==> src/rtl/bsg_dmc_ui_arbiter.sv <==
// Two-requester arbiter in front of a single DMC UI port.
// Commands are granted round-robin and held until the controller accepts them.
// Write bursts are forwarded beat by beat from the winning requester.
// A small FIFO remembers which requester issued each read so returned data can be routed back.
module bsg_dmc_ui_arbiter #(
    parameter int addr_width_p = 28,
    parameter int data_width_p = 32,
    parameter int burst_len_p  = 2,
    parameter int rd_ids_els_p = 4
) (
    input  logic                            clk_i,
    input  logic                            reset_i,

    input  logic [2*addr_width_p-1:0]       req_app_addr_i,
    input  logic [2*3-1:0]                  req_app_cmd_i,
    input  logic [1:0]                      req_app_en_i,
    output logic [1:0]                      req_app_rdy_o,
    input  logic [1:0]                      req_app_wdf_wren_i,
    input  logic [2*data_width_p-1:0]       req_app_wdf_data_i,
    input  logic [2*(data_width_p/8)-1:0]   req_app_wdf_mask_i,
    input  logic [1:0]                      req_app_wdf_end_i,
    output logic [1:0]                      req_app_wdf_rdy_o,
    output logic [1:0]                      req_app_rd_data_valid_o,
    output logic [data_width_p-1:0]         req_app_rd_data_o,
    output logic [1:0]                      req_app_rd_data_end_o,

    output logic [addr_width_p-1:0]         app_addr_o,
    output logic [2:0]                      app_cmd_o,
    output logic                            app_en_o,
    input  logic                            app_rdy_i,
    output logic                            app_wdf_wren_o,
    output logic [data_width_p-1:0]         app_wdf_data_o,
    output logic [(data_width_p/8)-1:0]     app_wdf_mask_o,
    output logic                            app_wdf_end_o,
    input  logic                            app_wdf_rdy_i,
    input  logic                            app_rd_data_valid_i,
    input  logic [data_width_p-1:0]         app_rd_data_i,
    input  logic                            app_rd_data_end_i,

    output logic                            busy_o
);

    localparam int mask_width_lp = data_width_p / 8;
    localparam int cnt_width_lp  = (burst_len_p > 1) ? $clog2(burst_len_p) : 1;
    localparam int ptr_width_lp  = (rd_ids_els_p > 1) ? $clog2(rd_ids_els_p) : 1;
    localparam int fill_width_lp = $clog2(rd_ids_els_p + 1);

    typedef enum logic [2:0] {
        APP_CMD_WRITE = 3'd0,
        APP_CMD_READ  = 3'd1
    } app_cmd_e;

    typedef enum logic [1:0] {
        S_IDLE,
        S_CMD,
        S_WDATA
    } state_e;

    state_e                    state_q, state_d;
    logic                      grant_q, grant_d;
    logic                      last_grant_q, last_grant_d;
    logic [cnt_width_lp-1:0]   beat_cnt_q, beat_cnt_d;

    logic [rd_ids_els_p-1:0]   fifo_mem_q, fifo_mem_d;
    logic [ptr_width_lp-1:0]   fifo_wr_ptr_q, fifo_wr_ptr_d;
    logic [ptr_width_lp-1:0]   fifo_rd_ptr_q, fifo_rd_ptr_d;
    logic [fill_width_lp-1:0]  fifo_cnt_q, fifo_cnt_d;

    logic                      fifo_full, fifo_empty, fifo_head;
    logic                      fifo_push, fifo_pop;

    logic [addr_width_p-1:0]   sel_addr;
    logic [2:0]                sel_cmd;
    logic                      sel_en, sel_wren, sel_wdf_end;
    logic [data_width_p-1:0]   sel_wdf_data;
    logic [mask_width_lp-1:0]  sel_wdf_mask;

    logic [1:0]                req_is_read, eligible;
    logic                      pick;
    logic                      cmd_accept, wdf_beat, last_beat;

    function automatic logic [ptr_width_lp-1:0] ptr_inc(input logic [ptr_width_lp-1:0] p);
        return (p == ptr_width_lp'(rd_ids_els_p - 1)) ? '0 : p + ptr_width_lp'(1);
    endfunction

    // Slice out the granted requester's command and write-data fields.
    always_comb begin
        sel_addr     = grant_q ? req_app_addr_i[addr_width_p +: addr_width_p]
                               : req_app_addr_i[0 +: addr_width_p];
        sel_cmd      = grant_q ? req_app_cmd_i[5:3] : req_app_cmd_i[2:0];
        sel_en       = req_app_en_i[grant_q];
        sel_wren     = req_app_wdf_wren_i[grant_q];
        sel_wdf_end  = req_app_wdf_end_i[grant_q];
        sel_wdf_data = grant_q ? req_app_wdf_data_i[data_width_p +: data_width_p]
                               : req_app_wdf_data_i[0 +: data_width_p];
        sel_wdf_mask = grant_q ? req_app_wdf_mask_i[mask_width_lp +: mask_width_lp]
                               : req_app_wdf_mask_i[0 +: mask_width_lp];
    end

    // Eligibility and round-robin pick; reads are held off while the ID FIFO is full.
    always_comb begin
        req_is_read[0] = (req_app_cmd_i[2:0] == APP_CMD_READ);
        req_is_read[1] = (req_app_cmd_i[5:3] == APP_CMD_READ);
        eligible       = req_app_en_i & ~(req_is_read & {2{fifo_full}});
        pick           = eligible[~last_grant_q] ? ~last_grant_q : last_grant_q;
        cmd_accept     = (state_q == S_CMD) & sel_en & app_rdy_i;
        wdf_beat       = (state_q == S_WDATA) & sel_wren & app_wdf_rdy_i;
        last_beat      = (beat_cnt_q == cnt_width_lp'(burst_len_p - 1));
    end

    // Arbitration state register.
    always_ff @(posedge clk_i or posedge reset_i) begin
        if (reset_i) begin
            state_q      <= S_IDLE;
            grant_q      <= 1'b0;
            last_grant_q <= 1'b1;
            beat_cnt_q   <= '0;
        end else begin
            state_q      <= state_d;
            grant_q      <= grant_d;
            last_grant_q <= last_grant_d;
            beat_cnt_q   <= beat_cnt_d;
        end
    end

    // Next-state logic: grant, hold until accepted, then either log the read or stream the burst.
    always_comb begin
        state_d      = state_q;
        grant_d      = grant_q;
        last_grant_d = last_grant_q;
        beat_cnt_d   = beat_cnt_q;
        fifo_push    = 1'b0;
        unique case (state_q)
            S_IDLE: begin
                if (|eligible) begin
                    state_d = S_CMD;
                    grant_d = pick;
                end
            end
            S_CMD: begin
                if (cmd_accept) begin
                    last_grant_d = grant_q;
                    if (sel_cmd == APP_CMD_READ) begin
                        fifo_push = 1'b1;
                        state_d   = S_IDLE;
                    end else begin
                        beat_cnt_d = '0;
                        state_d    = S_WDATA;
                    end
                end
            end
            S_WDATA: begin
                if (wdf_beat) begin
                    beat_cnt_d = beat_cnt_q + cnt_width_lp'(1);
                    if (last_beat) state_d = S_IDLE;
                end
            end
            default: state_d = S_IDLE;
        endcase
    end

    // Output logic: only the granted requester sees ready, and only in the matching phase.
    always_comb begin
        app_addr_o              = '0;
        app_cmd_o               = '0;
        app_en_o                = 1'b0;
        req_app_rdy_o           = '0;
        app_wdf_wren_o          = 1'b0;
        app_wdf_data_o          = '0;
        app_wdf_mask_o          = '0;
        app_wdf_end_o           = 1'b0;
        req_app_wdf_rdy_o       = '0;
        req_app_rd_data_valid_o = '0;
        req_app_rd_data_end_o   = '0;
        unique case (state_q)
            S_CMD: begin
                app_addr_o             = sel_addr;
                app_cmd_o              = sel_cmd;
                app_en_o               = sel_en;
                req_app_rdy_o[grant_q] = app_rdy_i;
            end
            S_WDATA: begin
                app_wdf_wren_o             = sel_wren;
                app_wdf_data_o             = sel_wdf_data;
                app_wdf_mask_o             = sel_wdf_mask;
                app_wdf_end_o              = sel_wdf_end;
                req_app_wdf_rdy_o[grant_q] = app_wdf_rdy_i;
            end
            default: ;
        endcase
        if (!fifo_empty) begin
            req_app_rd_data_valid_o[fifo_head] = app_rd_data_valid_i;
            req_app_rd_data_end_o[fifo_head]   = app_rd_data_valid_i & app_rd_data_end_i;
        end
        // Read data is a straight broadcast, so it is the one output that needs explicit gating in reset.
        req_app_rd_data_o = reset_i ? '0 : app_rd_data_i;
        busy_o            = (state_q != S_IDLE) | ~fifo_empty;
    end

    assign fifo_full  = (fifo_cnt_q == fill_width_lp'(rd_ids_els_p));
    assign fifo_empty = (fifo_cnt_q == '0);
    assign fifo_head  = fifo_mem_q[fifo_rd_ptr_q];
    assign fifo_pop   = app_rd_data_valid_i & app_rd_data_end_i & ~fifo_empty;

    // Read-ID FIFO storage and pointers.
    always_ff @(posedge clk_i or posedge reset_i) begin
        if (reset_i) begin
            fifo_mem_q    <= '0;
            fifo_wr_ptr_q <= '0;
            fifo_rd_ptr_q <= '0;
            fifo_cnt_q    <= '0;
        end else begin
            fifo_mem_q    <= fifo_mem_d;
            fifo_wr_ptr_q <= fifo_wr_ptr_d;
            fifo_rd_ptr_q <= fifo_rd_ptr_d;
            fifo_cnt_q    <= fifo_cnt_d;
        end
    end

    // Read-ID FIFO update: push the granted ID on read accept, pop on the last returned beat.
    always_comb begin
        fifo_mem_d    = fifo_mem_q;
        fifo_wr_ptr_d = fifo_wr_ptr_q;
        fifo_rd_ptr_d = fifo_rd_ptr_q;
        fifo_cnt_d    = fifo_cnt_q;
        if (fifo_push) begin
            fifo_mem_d[fifo_wr_ptr_q] = grant_q;
            fifo_wr_ptr_d             = ptr_inc(fifo_wr_ptr_q);
        end
        if (fifo_pop) begin
            fifo_rd_ptr_d = ptr_inc(fifo_rd_ptr_q);
        end
        if (fifo_push && !fifo_pop) begin
            fifo_cnt_d = fifo_cnt_q + fill_width_lp'(1);
        end else if (!fifo_push && fifo_pop) begin
            fifo_cnt_d = fifo_cnt_q - fill_width_lp'(1);
        end
    end

    // A granted requester must keep its command up until the controller takes it.
    a_en_held: assert property (@(posedge clk_i) disable iff (reset_i)
        (state_q == S_CMD) |-> sel_en);

    // The end flag must mark exactly the final beat of a burst.
    a_wdf_end: assert property (@(posedge clk_i) disable iff (reset_i)
        wdf_beat |-> (sel_wdf_end == last_beat));

    // Read data with no outstanding read has nowhere to go.
    a_rd_orphan: assert property (@(posedge clk_i) disable iff (reset_i)
        app_rd_data_valid_i |-> !fifo_empty);

    // Grant gating on a full FIFO keeps pushes from overflowing it.
    a_fifo_overflow: assert property (@(posedge clk_i) disable iff (reset_i)
        fifo_push |-> !fifo_full);

endmodule
==> config.mk <==
export PLATFORM = sky130hd
export DESIGN_NAME = bsg_dmc_ui_arbiter
export DESIGN_NICKNAME = d
export VERILOG_FILES = /design/src/rtl/bsg_dmc_ui_arbiter.sv
export SDC_FILE = /design/constraint.sdc
export NUM_CORES = 1
export LEC_CHECK = 0
export ABC_AREA = 0
export BUFFER_PORTS_ARGS = -buffer_cell sky130_fd_sc_hd__buf_4
export CAP_MARGIN = 10
export CORE_AREA = 4 4 109 111
export DETAILED_ROUTE_END_ITERATION = 7
export DIE_AREA = 0 0 113 115
export PLACE_DENSITY_LB_ADDON = 0.15
export REMOVE_ABC_BUFFERS = 1
export SLEW_MARGIN = 5
export SYNTH_ARGS = -nofsm -noshare
export SYNTH_HDL_FRONTEND = slang
export SYNTH_SLANG_ARGS = --single-unit
==> constraint.sdc <==
create_clock -name clk_i -period 2.4 [get_ports clk_i]
set_input_delay 0.6 -clock clk_i [delete_from_list [all_inputs] [get_ports clk_i]]
set_output_delay 0.6 -clock clk_i [all_outputs]
set_load 0.005 [all_outputs]
==> results <==
- The register bit total from synthesis is 16.
- The HPWL reported at the end of detailed placement is a little under 10 mm.
- The remaining max-slew budget at the tightest pin is 58.24%.
- The path class of the tightest hold or removal check is flip-flop to flip-flop.
- Dividing the detail-routed wire length by the instance count gives between 15 and 20 um.
- Timing would allow up to 0.4219 GHz.
- The synthesized area per cell is 7.697 um2.
- The number of hold violations in the final report is 0.
- At the worst endpoint, the arrival time is approximately 2500 ps.
- Once the floorplan was initialized, standard cells occupied about a fifth of the core.
- Max-cap violations in this run came to 0.
- The die is 115 um tall.
- In the layout the commonest cells are buf_4 (297), nor2_1 (83), mux2i_1 (69), nor2b_1 (35), dfrtp_1 (14).
- The worst setup path is captured at a flip-flop.
- The global route total overflow is 0.
- Using the TritonRoute via totals, the vias-per-cell ratio works out to between 4 and 5.
- The leakage power figure is 2.592 nW.
- The wire length of the first global-routing pass is 16.73 mm.
- The total inserted antenna cells is 0.
- The maximum buffer depth of the clock tree is 2.
- The number of unique standard cell types used by synthesis is 36.
- Cells with a size suffix above 1 make up a little under three fifths of the layout.
- The number of antenna violations at the first check in global routing came to 0.
- After technology mapping, the gate count stands at 284.
- The hold buffer count at CTS is 0.
- The final worst clock skew is 3.539 ps.
- During placement, the flow inserted port buffers numbering 288.
- In the routed design, unresolved DRC markers number 0.
- The total die area is 13000 um2.
- After clock tree synthesis, the clock-pin slew on the worst setup and hold paths is approximately 60 ps.
- CTS built an H-tree with a depth of 1.
- IR analysis of the VDD net gives a maximum drop of 370.3 uV.
- The total routing resource utilization after global routing is 16.29%.
- Counting every sink on the clock net gives 16.
- The final worst-path cycle share is a little over nine tenths.
- The worst-case setup slack after placement is -240.8 ps.
- STA puts the critical path data required time at roughly 2600 ps.
- Pin placement for this block handled between 200 and 300 I/O pins.
- The end-of-flow core utilization is 42.79%.
- The minimum period implied by the final worst setup slack is ~2400 ps.
- The die width is 113 um.
- After synthesis the cells add up to 2186 um2.
- The post-route worst setup slack is 29.79 ps.
- The worst setup path is of the primary input to flip-flop kind.
- The iteration-0 DRC count of the detailed router is 90.
- The Yosys step of the flow raised 0 warnings.
- The number of clock buffers added by TritonCTS is 3.
- The source-to-sink clock delay at the later pin of the worst-skew pair is 250 ps.
- The worst hold path cell count is 1.
- After detailed placement, the design holds a cell count of 706.
- The final-report max-slew violation count is 0.
- Summing all placed instances gives a cell area of 4544 um2.
- The type of element launching the critical path is a primary input.
- Setup violations remaining at the end of the flow were counted as 0.
- The layout net count is 756.
- The area growth from synthesis to layout is 111.3%.
- The number of global-route vias before repair was 3121.
- The final weighted congestion in routability-driven placement is 0.8492.
- The maximum fanout count along the critical path is 2.
- The count of nets left with antenna violations after detail routing is 0.
- The largest net degree at the start of global routing is 47.
- The first-pass detailed-route iteration total is 4.
- The clock tree from TritonCTS is done.
- The number of standard cells in the layout, taps in and fillers out is 710.
- The power density over the cells is 721.7 nW/um2.
- The root cell of the clock tree is clkbuf_8.
- The worst register-to-register path has a depth of 8.
- The cell area after layout is 4618 um2.
- For this run, the register share of the synthesized area comes to between 15 and 20%.
- At the pin with the least slew margin, the transition time is 625.7 ps.
- The flow ran to the end, and the final reports show no timing, DRC or antenna violations.
- The setup TNS is 0 ps.
- The row count is 38.
- Leaving out fill and tap cells, the most frequent cell in the layout is buf_4.
- The total number of vias is 3076.
- Setup repair after global routing could not meet its margin everywhere.
- The aggregate routed wire length is between 10 and 15 mm.
- After floorplanning, the core was sized to cover ~11000 um2.
-- worst paths after layout --
| check | from | to | slack (ps) |
|---|---|---|---|
| max in group asynchronous | reset_i | grant_q$_DFFE_PP0P_ | 1350 |
| max reg2reg | grant_q$_DFFE_PP0P_ | fifo_cnt_q[2]$_DFFE_PP0P_ | 50 |
| min reg2reg | fifo_mem_q[1]$_DFFE_PP0P_ | fifo_mem_q[1]$_DFFE_PP0P_ | 490 |
| max | req_app_cmd_i[2] | fifo_cnt_q[2]$_DFFE_PP0P_ | 30 |
| min | fifo_mem_q[1]$_DFFE_PP0P_ | fifo_mem_q[1]$_DFFE_PP0P_ | 490 |
| min in group asynchronous | reset_i | fifo_rd_ptr_q[0]$_DFFE_PP0P_ | 580 |
-- power by group --
group / switching, mW / total [mW] / internal [mW]
registers: 0.137 / 0.545 / 0.408
logic: 1.19 / 2.58 / 1.39
clock network: 0.0901 / 0.208 / 0.118
-- cells in the mapped netlist (all sizes together) --
cell type  count  share of area, %
buf            8               1.8
nand4bb        1              0.52
nand3b         1              0.34
xnor2          1              0.40
a21oi          1              0.23
or3            1              0.29
mux2           7               3.6
nand4          1              0.29
or4b           1              0.63
fa             1              0.92
dfrtp         15                17
o31ai          2              0.69
a21o           1              0.34
a311oi         1              0.40
nor2          83                14
nand2b         1              0.29
o21ai          5               1.1
mux2i         69                32
nor3           2              0.46
nor2b         35                10
mux4           1               1.0
o32a           1              0.46
a211oi         1              0.92
o311ai         1              0.40
or2            1              0.29
inv            7               1.2
clkbuf        11               1.9
a41o           1              0.46
dfstp          1               1.2
xor2           2              0.80
nand2         13               2.2
ha             6               3.4
or4            1              0.34
-- sequential cells by signal, indices dropped and copies added, names as in the netlist --
register and cells:
state_q 2, beat_cnt_q 1, fifo_mem_q 4, fifo_wr_ptr_q 2, last_grant_q 1, grant_q 1, fifo_cnt_q 3, fifo_rd_ptr_q 2
-- area by class of cell --
| cell class | count | area (um2) |
|---|---|---|
| Tap cell | 140 | 175.2 |
| Sequential cell | 16 | 405.4 |
| Fill cell | 1119 | 6175 |
| Clock buffer | 4 | 45.04 |
| Inverter | 7 | 26.28 |
| Multi-Input combinational cell | 242 | 1683 |
| Timing Repair Buffer | 301 | 2283 |
-- stage by stage --
step	total power, mW	hold slack (ps)
after floorplan	1.964	458.7
after global placement	3.110	471.7
after detailed placement	3.137	480.2
after CTS	3.373	495.0
after global routing	3.619	518.0
final	3.333	492.3
-- critical path: stages --
cell and delay [ps]:
buf_6 90, or4b_4 550, a211oi_4 270, ha_2 220
inv_2 40, fa_2 340, xor2_1 140, nor2_1 120
xor2_1 150
-- routing by layer --
metal | up-vias | GRT usage, % | wire [um]
li1 | 1523 | - | -
met1 | 1360 | 16.22 | 3753
met2 | 183 | 32.46 | 6151
met3 | 10 | 5.526 | 1237
met4 | 0 | 3.606 | 250
met5 | - | 0 | 0
-- cells by family after synthesis --
group / count (synthesis) / synth area share [%]
and+or+nand+nor: 141 / 29.94
muxes: 77 / 36.23
buffers and inverters: 26 / 4.865
DFF: 16 / 18.37
AOI/OAI and AO/OA: 14 / 5.037
adders and majority gates: 7 / 4.350
xor gates and xnor gates: 3 / 1.202
-- timing repair --
action	CTS	global route
pin swaps	1	5
resized for setup	3	6
setup buffers	0	0
endpoints found under the setup margin	42	7
Power figures use the tool's default switching activity.
